<file path="config.mk">
export PLATFORM = sky130hd
export DESIGN_NAME = bram_port_initiator
export DESIGN_NICKNAME = d
export VERILOG_FILES = /design/src/rtl/bram_init_pkg.sv /design/src/rtl/bram_rsp_fifo.sv /design/src/rtl/bram_port_initiator.sv
export SDC_FILE = /design/constraint.sdc
export NUM_CORES = 1
export LEC_CHECK = 0
export ABC_AREA = 1
export CAP_MARGIN = 10
export CORE_ASPECT_RATIO = 0.5
export CORE_UTILIZATION = 47
export CTS_CLUSTER_DIAMETER = 30
export DETAILED_ROUTE_END_ITERATION = 10
export GPL_TIMING_DRIVEN = 1
export PLACE_DENSITY = 0.87
export SYNTH_ARGS = -nofsm -noshare
export SYNTH_HDL_FRONTEND = slang
export SYNTH_SLANG_ARGS = --single-unit
</file>
<file path="constraint.sdc">
create_clock -name CLK -period 2.2 [get_ports CLK]
set_input_delay 0.33 -clock CLK [delete_from_list [all_inputs] [get_ports CLK]]
set_output_delay 0.33 -clock CLK [all_outputs]
set_load 0.01 [all_outputs]
</file>
<file path="src/rtl/bram_init_pkg.sv">
// Shared types and default widths for the block RAM port initiator.
// Holds the FSM state enum and the default RAM geometry constants.
package bram_init_pkg;

  localparam int BRAM_ADDR_W = 11;
  localparam int BRAM_DATA_W = 8;
  localparam int BRAM_LEN_W  = 8;

  typedef enum logic [0:0] {
    IDLE = 1'b0,
    RD   = 1'b1
  } bram_init_state_t;

endpackage

</file>
<file path="src/rtl/bram_rsp_fifo.sv">
// Synchronous response FIFO, DEPTH x W, with occupancy count output.
// Ports: clk_i, rst_i (sync, active-high), push_i/data_i, pop_i/data_o,
// empty_o, count_o.  Push and pop may coincide, including when full.
module bram_rsp_fifo #(
  parameter int DEPTH = 4,
  parameter int W     = 9,
  parameter int CW    = $clog2(DEPTH + 1)
) (
  input  logic          clk_i,
  input  logic          rst_i,
  input  logic          push_i,
  input  logic [W-1:0]  data_i,
  input  logic          pop_i,
  output logic [W-1:0]  data_o,
  output logic          empty_o,
  output logic [CW-1:0] count_o
);

  localparam int PW = (DEPTH > 1) ? $clog2(DEPTH) : 1;

  logic [W-1:0]  mem_q [DEPTH];
  logic [PW-1:0] wr_q, wr_d;
  logic [PW-1:0] rd_q, rd_d;
  logic [CW-1:0] cnt_q, cnt_d;
  logic          pop;

  assign empty_o = (cnt_q == '0);
  assign count_o = cnt_q;
  assign data_o  = mem_q[rd_q];
  assign pop     = pop_i & ~empty_o;

  always_comb begin
    wr_d  = wr_q;
    rd_d  = rd_q;
    cnt_d = cnt_q + CW'(push_i) - CW'(pop);
    if (push_i)
      wr_d = (wr_q == PW'(DEPTH - 1)) ? '0 : wr_q + PW'(1);
    if (pop)
      rd_d = (rd_q == PW'(DEPTH - 1)) ? '0 : rd_q + PW'(1);
  end

  always_ff @(posedge clk_i) begin
    if (rst_i) begin
      wr_q  <= '0;
      rd_q  <= '0;
      cnt_q <= '0;
    end else begin
      wr_q  <= wr_d;
      rd_q  <= rd_d;
      cnt_q <= cnt_d;
    end
  end

  always_ff @(posedge clk_i) begin
    if (push_i)
      mem_q[wr_q] <= data_i;
  end

endmodule

</file>
<file path="src/rtl/bram_port_initiator.sv">
// Command-driven initiator for one port of a dual-port block RAM.
// Ports: CLK/RST (sync, active-high); req_* command channel (valid/ready,
// write or burst read); rsp_* in-order read data with rsp_last; registered
// RAM drive A/D/WE/WEM/CE with read data Q; busy.  Defining BRAM_INIT_WEM_EN
// adds req_wem and registers WEM from it; otherwise writes use an all-ones
// mask.
module bram_port_initiator
  import bram_init_pkg::*;
#(
  parameter int ADDR_W    = BRAM_ADDR_W,
  parameter int DATA_W    = BRAM_DATA_W,
  parameter int LEN_W     = BRAM_LEN_W,
  parameter int RSP_DEPTH = 4
) (
  input  logic              CLK,
  input  logic              RST,
  input  logic              req_valid,
  output logic              req_ready,
  input  logic              req_write,
  input  logic [ADDR_W-1:0] req_addr,
  input  logic [LEN_W-1:0]  req_len,
  input  logic [DATA_W-1:0] req_data,
`ifdef BRAM_INIT_WEM_EN
  input  logic [DATA_W-1:0] req_wem,
`endif
  output logic              rsp_valid,
  input  logic              rsp_ready,
  output logic [DATA_W-1:0] rsp_data,
  output logic              rsp_last,
  output logic [ADDR_W-1:0] A,
  output logic [DATA_W-1:0] D,
  output logic              WE,
  output logic [DATA_W-1:0] WEM,
  output logic              CE,
  input  logic [DATA_W-1:0] Q,
  output logic              busy
);

  localparam int CW = $clog2(RSP_DEPTH + 1);

  bram_init_state_t  state_q, state_d;
  logic [ADDR_W-1:0] addr_q, addr_d;
  logic [LEN_W-1:0]  cnt_q, cnt_d;
  logic [ADDR_W-1:0] a_q, a_d;
  logic [DATA_W-1:0] d_q, d_d;
  logic [DATA_W-1:0] wem_q, wem_d;
  logic              we_q, we_d;
  logic              ce_q, ce_d;
  logic              tag0_q, tag0_d;
  logic              last0_q, last0_d;
  logic              tag1_q, last1_q;

  logic [CW-1:0]     f_cnt;
  logic              f_empty;
  logic [DATA_W:0]   f_data;
  logic              pop;
  logic [CW+1:0]     occ;
  logic              credit;
  logic              accept;
  logic [DATA_W-1:0] wr_mask;

`ifdef BRAM_INIT_WEM_EN
  assign wr_mask = req_wem;
`else
  assign wr_mask = '1;
`endif

  // A slot freed by this cycle's pop is reusable: the beat issued now
  // lands in the FIFO two cycles later.
  assign pop    = ~f_empty & rsp_ready;
  assign occ    = (CW+2)'(f_cnt) + (CW+2)'(tag0_q)
                + (CW+2)'(tag1_q) - (CW+2)'(pop);
  assign credit = occ < (CW+2)'(RSP_DEPTH);

  assign req_ready = ~RST & (state_q == IDLE)
                   & (~req_valid | req_write | credit);
  assign accept    = req_valid & req_ready;

  always_comb begin
    state_d = state_q;
    addr_d  = addr_q;
    cnt_d   = cnt_q;
    a_d     = a_q;
    d_d     = d_q;
    wem_d   = '0;
    we_d    = 1'b0;
    ce_d    = 1'b0;
    tag0_d  = 1'b0;
    last0_d = 1'b0;
    unique case (state_q)
      IDLE: begin
        if (accept) begin
          ce_d = 1'b1;
          a_d  = req_addr;
          if (req_write) begin
            we_d  = 1'b1;
            d_d   = req_data;
            wem_d = wr_mask;
          end else begin
            tag0_d  = 1'b1;
            last0_d = (req_len == '0);
            addr_d  = req_addr + ADDR_W'(1);
            cnt_d   = req_len;
            if (req_len != '0)
              state_d = RD;
          end
        end
      end
      RD: begin
        if (credit) begin
          ce_d   = 1'b1;
          a_d    = addr_q;
          tag0_d = 1'b1;
          addr_d = addr_q + ADDR_W'(1);
          cnt_d  = cnt_q - LEN_W'(1);
          if (cnt_q == LEN_W'(1)) begin
            last0_d = 1'b1;
            state_d = IDLE;
          end
        end
      end
      default: state_d = IDLE;
    endcase
  end

  always_ff @(posedge CLK) begin
    if (RST) begin
      state_q <= IDLE;
      addr_q  <= '0;
      cnt_q   <= '0;
      a_q     <= '0;
      d_q     <= '0;
      wem_q   <= '0;
      we_q    <= 1'b0;
      ce_q    <= 1'b0;
      tag0_q  <= 1'b0;
      last0_q <= 1'b0;
      tag1_q  <= 1'b0;
      last1_q <= 1'b0;
    end else begin
      state_q <= state_d;
      addr_q  <= addr_d;
      cnt_q   <= cnt_d;
      a_q     <= a_d;
      d_q     <= d_d;
      wem_q   <= wem_d;
      we_q    <= we_d;
      ce_q    <= ce_d;
      tag0_q  <= tag0_d;
      last0_q <= last0_d;
      tag1_q  <= tag0_q;
      last1_q <= last0_q;
    end
  end

  // tag1 marks the cycle in which Q holds the tagged beat.
  bram_rsp_fifo #(
    .DEPTH (RSP_DEPTH),
    .W     (DATA_W + 1),
    .CW    (CW)
  ) u_fifo (
    .clk_i   (CLK),
    .rst_i   (RST),
    .push_i  (tag1_q),
    .data_i  ({last1_q, Q}),
    .pop_i   (pop),
    .data_o  (f_data),
    .empty_o (f_empty),
    .count_o (f_cnt)
  );

  assign A         = a_q;
  assign D         = d_q;
  assign WE        = we_q;
  assign WEM       = wem_q;
  assign CE        = ce_q;
  assign rsp_valid = ~f_empty;
  assign rsp_data  = f_empty ? '0 : f_data[DATA_W-1:0];
  assign rsp_last  = ~f_empty & f_data[DATA_W];
  assign busy      = (state_q == RD) | tag0_q | tag1_q | ~f_empty;

endmodule

</file>
==> results of run 1 <==
-- per-stage QoR --
step / hold WS (ps) / setup slack, ps / total power (uW)
finish: 410 / -657 / 6800
global placement: 402 / -756 / 4380
CTS: 409 / -508 / 6370
detailed placement: 400 / -799 / 4450
global route: 444 / -783 / 7140
floorplan: 388 / -155 / 3440
-- critical path: stages (launching register included) --
cell and delay (ps):
dfxtp_2 340, nor3_4 200, inv_2 70, nand2_2 70
inv_2 50, ha_4 250, inv_2 40, ha_4 240
nand2_1 50, nand2_2 90, nand2_2 80, nand3_2 80
nand2_2 70, nor2_4 130, nand2_2 90, a21boi_2 160
buf_2 160
-- kinds of logic (layout without fill, tap and decap cells) --
kind of cell / after synthesis / in the layout
compound gates: 88 / 88
xor+xnor: 11 / 11
fa+ha+maj: 17 / 17
buf+inv: 85 / 209
flops: 90 / 90
simple gates: 245 / 246
-- cell usage in the layout (no fill, tap or decap), types with 2 or more instances in the layout --
cell,netlist,layout
dfxtp_1,54,50
buf_6,5,12
a21oi_1,35,21
nor2_1,109,107
ha_4,0,2
nand2_2,6,12
inv_1,46,43
inv_4,0,2
nand3_2,1,2
inv_2,7,9
or2_1,3,3
nor3b_1,2,2
ha_1,16,14
nand3_1,21,19
edfxtp_1,36,36
o21ai_1,16,19
clkdlybuf4s50_1,0,68
dlymetal6s2s_1,0,10
a21oi_4,0,2
clkinv_2,0,2
buf_4,8,37
inv_6,1,3
xor2_1,8,8
nand2_1,87,80
o21ai_0,31,28
clkinv_4,0,2
nor2_2,3,4
buf_12,0,5
nand4_1,5,5
nor3_1,5,4
buf_16,0,3
nand2_4,3,5
clkbuf_16,0,9
a21oi_2,1,13
xnor2_1,3,3
dfxtp_2,0,3
-- layer usage --
| layer | global-route usage (%) | wire, um |
|---|---|---|
| met4 | 13.1 | 431 |
| met2 | 44.3 | 6030 |
| met1 | 29.9 | 5110 |
| met5 | 0 | 0 |
| met3 | 7.00 | 795 |
-- flip-flops by register name (all words and copies together) (netlist names), named ones only --
name,count
A,11
CE,1
D,8
WEM,1
addr_q,11
cnt_q,8
last0_q,1
last1_q,1
state_q,1
tag0_q,1
tag1_q,1
u_fifo.count_o,3
u_fifo.mem_q,36
u_fifo.rd_q,2
u_fifo.wr_q,2
-- power groups by stage --
stage / combinational [uW] / clock [uW] / sequential [uW]
after CTS: 2870 / 1450 / 2040
after global routing: 3520 / 1530 / 2080
after detailed placement: 2380 / 0 / 2070
final: 3280 / 1460 / 2070
after floorplan: 1380 / 0 / 2060
after global placement: 2310 / 0 / 2060
-- repair_timing --
item,4_1_cts,5_1_grt
resized for setup,51,27
gates cloned,5,0
pin swaps,7,12
buffers inserted,11,11
endpoints found under the setup margin,44,47
-- final timing paths --
path / depth (start not counted) / start / to / slack [ps]
max: 16 / u_fifo.count_o[1]$_SDFF_PP0_ / req_ready / -660
min: 2 / last0_q$_SDFF_PP0_ / last1_q$_SDFF_PP0_ / 410
max reg2reg: 21 / u_fifo.count_o[1]$_SDFF_PP0_ / A[9]$_SDFFE_PP0P_ / -650
min reg2reg: 2 / last0_q$_SDFF_PP0_ / last1_q$_SDFF_PP0_ / 410
-- layout make-up --
| type | count | area [um2] |
|---|---|---|
| inverter | 56 | 223 |
| fill | 573 | 2650 |
| timing repair inverter | 1 | 8.76 |
| sequential | 90 | 2170 |
| tap | 117 | 146 |
| clock buffer | 9 | 225 |
| clock inverter | 7 | 52.6 |
| multi-input combinational | 362 | 1980 |
| timing repair buffer | 136 | 1410 |
==> impl_metrics.toml, run 1 <==
[placed_design]
gp_congestion = 0.869
post-place-cells = 736
port_buffers = 80
place_area_um2 = 5440
hpwl_mm = 6.66

[timing]
finalSetupViolations = 36
clock_skew_ps = 3.74
fin_tns_setup_ps = -20220
rsz0062_at_grt = "yes"
fmax_mhz = 350
fin_crit_sh_pct = 130
final.setup.worst_slack_ps = -657
period_needed_ps = 2860
hold_viol = 0
slew_headroom_pct = 59.7
max_slew.worst_pin.slew_ps = 603
finalMaxSlewViolations = 0

[clock_network]
clock-root-buffer = "clkbuf_16"
ctsHoldBuffers = 0
cts_tree = "yes"
worstSkewPairLatency_ps = 350
clock-sinks = 90
ctsHtreeMaxLevel = 3
cts_buffers = 9
cts_buffer_depth = 2
path_clk_slew_ps = 60

[logic_synthesis]
syn_area_um2 = 4370
synth_compound_gate_area_share_pct = 10.5
synth_fa_ha_area_share_pct = 5.04
yosysWarnings = 0
ys_seq_elements = 90
synthesis.nets = 593
synth-simple-area-share_pct = 23.6
synth_cells = 536
synth_edf_count = 36
ys_types = 35
synth-xor-area-share_pct = 2.21
async_flop_share_pct = 0
yosysSeqAreaShare_pct = 49.5
synth_flop_cell = "dfxtp_1"
synth.avg_cell_area_um2 = 8.15
synth_top_family_by_area = "simple AND/OR/NAND/NOR gates"
synth_area_leaders = "dfxtp_1 25%, edfxtp_1 25%, nor2_1 9.4%"
yosysMostFrequentCell = "nor2_1"
ys_top_cells_by_count = "109 x nor2_1, 87 x nand2_1, 54 x dfxtp_1"
yosys.area.top_type = "dfxtp_1"
synth.top_cell.area_share_pct = 24.8
synthMuxAreaShare_pct = 0

[layout]
final_area_um2 = 6210
utilization_pct = 70.1
diodes = 0
nets = 713
drive_above_1_share_pct = 20.7
area_growth_pct = 42.2
layout.cells.non_filler = 778

[power]
vdd_drop_max_mv = 0.591
clkPwrFrac_pct = 21.5
switching_power_uw = 2500
swShare_pct = 36.8
p_int_uw = 4300
power.share.sequential_pct = 30.4
power_density_nw_per_um2 = 1100
p_leak_uw = 0.00277
comb_power_share_pct = 48.2

[grt]
overflow = 0
grt_max_degree = 33
antenna_found_initial = 0
grt_pass1_wl_mm = 19.3
grt_pass1_vias = 4015
track_usage_pct = 25.7

[detailed_routing]
drcViolationCount = 8
via_per_inst = 5.33
routed_wl_mm = 12.4
wl_per_cell_um = 15.9
dr.pass1.iters = 8
ant_nets = 0
via_count = 4148
drt_iter0_markers = 394

[setup_path]
startpoint_type = "register"
critical_path_class = "reg2out"
cp_data_arrival_time_ps = 2530
cp_max_fo = 2
critPathCaptureType = "primary output"
worstPathRequired_ps = 1870

[worst_hold_path]
hold_path_class = "reg2reg"

[status]
status = "finished with violations"
violations = "design-rule violations, negative setup slack"

[floorplan]
die-height_um = 70.2
rows = 24
die_area_um2 = 9700
ios = 81
core_um2 = 8860
die_w_um = 138
start_util_pct = 49.3

[run]
drv_cap = 0
Note: power is estimated with default switching activity, not from simulation.
==> inputs of run 2 (changes only) <==
- RECOVER_POWER: not set -> 100
- SETUP_SLACK_MARGIN: not set -> 0.4
==> run 2 against run 1 <==
- clock skew grew 11 ps
- the flow still finishes with violations (design-rule violations, negative setup slack)
- global-route usage is 3.1 points higher
- via count up 8.4%
- non-clock buffer count rose by 10
- largest cell class is now multi-input gates
- maximum frequency decreased by 6.2%
- utilization up 4.9 points
==> impl_metrics.toml, run 2 (same netlist as run 1, synthesis figures left out) <==
[grt]
track_usage_pct = 28.8
grt_pass1_wl_mm = 21.3
grt_pass1_vias = 4262
overflow = 0
grt_max_degree = 34
antenna_found_initial = 0

[power]
power.share.sequential_pct = 26.7
vdd_drop_max_mv = 0.647
p_leak_uw = 0.00288
comb_power_share_pct = 48.7
p_int_uw = 4920
swShare_pct = 37.0
clkPwrFrac_pct = 24.7
switching_power_uw = 2890
power_density_nw_per_um2 = 1170
finalPower_uw = 7810

[floorplan]
ios = 81
start_util_pct = 49.3
die_w_um = 138
die_area_um2 = 9700
core_um2 = 8860
rows = 24
die-height_um = 70.2

[timing]
period_needed_ps = 3050
hold_viol = 0
max_slew.worst_pin.slew_ps = 484
fin_crit_sh_pct = 138
finalSetupViolations = 36
clock_skew_ps = 14.5
final.setup.worst_slack_ps = -845
finalMaxSlewViolations = 0
rsz0062_at_grt = "yes"
slew_headroom_pct = 67.6
fmax_mhz = 328

[placed_design]
place_area_um2 = 5470
port_buffers = 80
hpwl_mm = 6.75
gp_congestion = 0.874
post-place-cells = 741

[layout]
final_area_um2 = 6650
drive_above_1_share_pct = 31.4
n_fill_cell = 510
nets = 721
top_register = "u_fifo.mem_q"
diodes = 0
largest_reg_flops = 36
final_cell_mix = "86 x nor2_1, 74 x nand2_1, 50 x dfxtp_1"
layout.cells.non_filler = 786
seq_area_um2 = 2170
area_growth_pct = 52.2
mostFrequentLayoutCell = "nor2_1"
multi_input_comb_area_um2 = 2250

[setup_path]
critPathCaptureType = "register"
cpPeakStageDelay_ps = 340
worstPathRequired_ps = 2480
ff2ff_path_depth = 23
cp_max_fo = 8
cp_cell_sequence = "nor3_4 -> inv_2 -> nand2_2 -> inv_2 -> ha_4 -> inv_2 -> ha_4 -> nand2_2 -> nand2_4 -> nand2_4 -> nand3_2 -> nand2_2 -> nor2_4 -> nand2_2 -> buf_6 -> buf_6 -> inv_8 -> nand2_8 -> buf_12 -> buf_6 -> nand3_2 -> nand2_2 -> nor2_4"
crit_slowest_cell = "dfxtp_2"
critical_path_class = "reg2reg"
cp_data_arrival_time_ps = 3330
startpoint_type = "register"
crit_path_frequent_cell = "nand2_2"

[clock_network]
ctsHtreeMaxLevel = 3
worstSkewPairLatency_ps = 360
cts_buffers = 9
clock-sinks = 90
cts_buffer_depth = 2
path_clk_slew_ps = 70
cts_tree = "yes"
clock-root-buffer = "clkbuf_16"
ctsHoldBuffers = 0

[detailed_routing]
drcViolationCount = 8
dr.pass1.iters = 9
routed_wl_mm = 15.8
via_per_inst = 5.72
ant_nets = 0
via_count = 4497
drt_iter0_markers = 479
wl_per_cell_um = 20.2

[status]
violations = "design-rule violations, negative setup slack"
status = "finished with violations"

[run]
drv_cap = 0

[worst_hold_path]
hold_path_class = "reg2reg"
hold-path-cell-count = 2
-- run 2: cell types whose count changed in the layout (fill, tap and decap cells not counted), sizes merged --
cell | previous run | this run
bufinv | 0 | 4
dlygate4sd3 | 0 | 37
clkdlybuf4s50 | 68 | 32
buf | 58 | 73
inv | 58 | 55
nand2 | 97 | 96
dlymetal6s2s | 10 | 0
clkbuf | 9 | 13
clkinv | 5 | 3
-- run 2: worst max-delay path, delay by kind of cell, from the launching register on --
kind                     cells  cell delay, ps
AND/OR/NAND/NOR             13            1320
buffers and inverters        8             780
adder cells (fa/ha/maj)      2             520
flip-flops                   1             340
-- run 2: layout make-up --
class	count	area share (%)
inverter	56	3.61
tap	117	2.20
sequential	90	32.6
clock inverter	7	2.11
multi-input combinational	361	33.9
clock buffer	9	3.39
timing repair buffer	146	22.2
-- run 2: power groups by stage --
stage | logic, uW | clock network [uW] | registers (uW)
6_report | 3800 | 1930 | 2080
5_1_grt | 3980 | 1990 | 2100
4_1_cts | 3170 | 1880 | 2060
3_5_place_dp | 2400 | 0 | 2070
3_3_place_gp | 2320 | 0 | 2060
2_1_floorplan | 1390 | 0 | 2060
-- run 2: what timing repair did --
item,CTS,global route
gates cloned,2,2
endpoints found under the setup margin,48,57
gates resized for setup,131,58
buffers inserted,21,4
pin swaps,24,31
-- run 2: final timing paths --
| path | from | endpoint | slack (ps) |
|---|---|---|---|
| hold reg to reg | last0_q$_SDFF_PP0_ | last1_q$_SDFF_PP0_ | 430 |
| setup / recovery | u_fifo.count_o[2]$_SDFF_PP0_ | A[1]$_SDFFE_PP0P_ | -850 |
| setup reg to reg | u_fifo.count_o[2]$_SDFF_PP0_ | A[1]$_SDFFE_PP0P_ | -850 |
| hold / removal | last0_q$_SDFF_PP0_ | last1_q$_SDFF_PP0_ | 430 |
-- run 2: through the flow --
step                      hold WS (ps)  setup TNS, ps  util (%)  setup WS [ps]
final                              434         -25740      75.0           -845
after floorplan                    388          -3850         -           -155
after CTS                          410         -15530      72.6           -533
after global routing               446         -28280      75.0           -895
after detailed placement           401         -18710      61.7           -823
after global placement             399         -16200      61.7           -753
-- run 2: metal layers --
metal / share of wire, % / up-vias / GRT usage [%]
li1: - / 1975 / -
met1: 38 / 2116 / 31.1
met2: 47 / 287 / 49.4
met3: 7.6 / 119 / 8.44
met4: 7.2 / 0 / 21.1
met5: 0 / - / 0
==> inputs of run 3 (changes only) <==
==> constraint.sdc (replaced) <==
create_clock -name CLK -period 2.2 [get_ports CLK]
set_input_delay 0.44 -clock CLK [delete_from_list [all_inputs] [get_ports CLK]]
set_output_delay 0.44 -clock CLK [all_outputs]
set_load 0.01 [all_outputs]
==> run 3 against run 2 <==
- the run still ends with design-rule violations, negative setup slack left
- via count up 3.5%
- sequential power about the same
- clock skew up 3.6 ps
- count of clock-buffer cells in the layout up 2
- maximum frequency down 2.4%
- critical path depth unchanged
- combinational power up 1%
- sequential cell count unchanged
- die area unchanged
- register-to-register slack worse by 70 ps
- critical endpoint is now addr_q[0]$_SDFFE_PP0P_
==> impl_metrics.toml, run 3 (same netlist as run 1, synthesis figures left out) <==
[status]
status = "finished with violations"
violations = "design-rule violations, negative setup slack"

[grt]
grt_max_degree = 31
grt_pass1_vias = 4382
antenna_found_initial = 0
track_usage_pct = 28.2
overflow = 0
grt_pass1_wl_mm = 21.0

[detailed_routing]
routed_wl_mm = 16.2
wl_per_cell_um = 20.5
ant_nets = 0
wl_met2_mm = 7.70
via_per_inst = 5.90
drcViolationCount = 9
via_count = 4653
dr.pass1.iters = 9
m1WireLength_mm = 5.77
topRoutingLayerUsed = "met4"
drt_iter0_markers = 539
dr_wl_met3_mm = 1.51

[timing]
rsz0062_at_grt = "yes"
period_needed_ps = 3120
slew_headroom_pct = 23.0
final.setup.worst_slack_ps = -920
clock_skew_ps = 18.1
finalSetupViolations = 50
hold_viol = 0
max_slew.worst_pin.slew_ps = 1150
fin_crit_sh_pct = 142
finalMaxSlewViolations = 0
fmax_mhz = 321

[setup_path]
cp_max_fo = 5
cp_data_arrival_time_ps = 3310
startpoint_type = "register"
critical_path_class = "reg2reg"
worstPathRequired_ps = 2390
critPathCaptureType = "register"

[layout]
mostFrequentLayoutCell = "nand2_1"
drive_above_1_share_pct = 32.4
nets = 724
diodes = 0
n_fill_cell = 475
largest_reg_flops = 36
utilization_pct = 75.6
top_register = "u_fifo.mem_q"
final_cell_mix = "76 x nand2_1, 72 x nor2_1, 51 x dfxtp_1"
area_growth_pct = 53.4
seq_area_um2 = 2170
multi_input_comb_area_um2 = 2360

[placed_design]
hpwl_mm = 6.96
port_buffers = 80
gp_congestion = 0.876
place_ws_ps = -1000

[power]
p_leak_uw = 0.00284
power_density_nw_per_um2 = 1110
vdd_drop_max_mv = 0.477
finalPower_uw = 7410

[floorplan]
die_area_um2 = 9700
start_util_pct = 49.3
ios = 81
rows = 24
die_w_um = 138
core_um2 = 8860
die-height_um = 70.2

[clock_network]
clock-sinks = 90
cts_buffers = 9
clock-root-buffer = "clkbuf_16"
cts_tree = "yes"
cts_buffer_depth = 2
worstSkewPairLatency_ps = 370
path_clk_slew_ps = 80
ctsHtreeMaxLevel = 3

[run]
drv_cap = 0

[worst_hold_path]
hold_path_class = "reg2reg"
run 3: where the power goes:
group | switching [uW] | internal [uW]
sequential | 169 | 1910
clock | 710 | 773
combinational | 2070 | 1770
run 3: path summary, 6_finish.rpt:
kind	start	end	slack [ps]	cells after the start
max	u_fifo.count_o[2]$_SDFF_PP0_	addr_q[0]$_SDFFE_PP0P_	-920	23
min	last0_q$_SDFF_PP0_	last1_q$_SDFF_PP0_	430	2
max reg2reg	u_fifo.count_o[2]$_SDFF_PP0_	addr_q[0]$_SDFFE_PP0P_	-920	23
min reg2reg	last0_q$_SDFF_PP0_	last1_q$_SDFF_PP0_	430	2
run 3: repair_timing:
action                                  CTS  global route
resized for setup                       151            96
cloned                                    5             2
pin swaps                                17            45
hold buffers                              0             0
endpoints found under the setup margin   57            63
buffers inserted                         18             3
run 3: through the flow:
step	std cells	cell area [um2]	TNS, ps	hold slack [ps]
global placement	745	5480	-22040	400
global route	789	6700	-35090	452
floorplan	536	4400	-4200	388
finish	789	6700	-31920	433
detailed placement	745	5480	-25090	406
CTS	784	6360	-18260	415
run 3: final cells by class:
cell class	count	area share [%]
Clock buffer	11	3.47
Clock inverter	5	0.598
Inverter	56	3.74
Multi-Input combinational cell	362	35.3
Sequential cell	90	32.3
Tap cell	117	2.19
Timing Repair Buffer	146	21.9
Timing Repair inverter	2	0.467
run 3: per-layer routing:
metal / track usage (%) / up-vias
met5: 0 / -
met4: 17.5 / 0
met3: 9.40 / 146
met2: 48.9 / 368
met1: 30.2 / 2150
li1: - / 1989
run 3: critical path, stage by stage, from the launching register on:
cell     delay, ps
dfxtp_2        340
nor3_4         220
inv_2           60
nand2_2         90
inv_2           60
ha_4           280
inv_4           40
ha_4           250
nand2_2         50
nand2_2         90
nand2_2         90
buf_4          150
a21oi_4        140
nor2_4          50
nand2_2         80
buf_4          120
buf_6          110
inv_6           40
nand2_8         90
nand2_8         80
buf_6          150
buf_4          140
o21ai_2        130
nor2_1          90
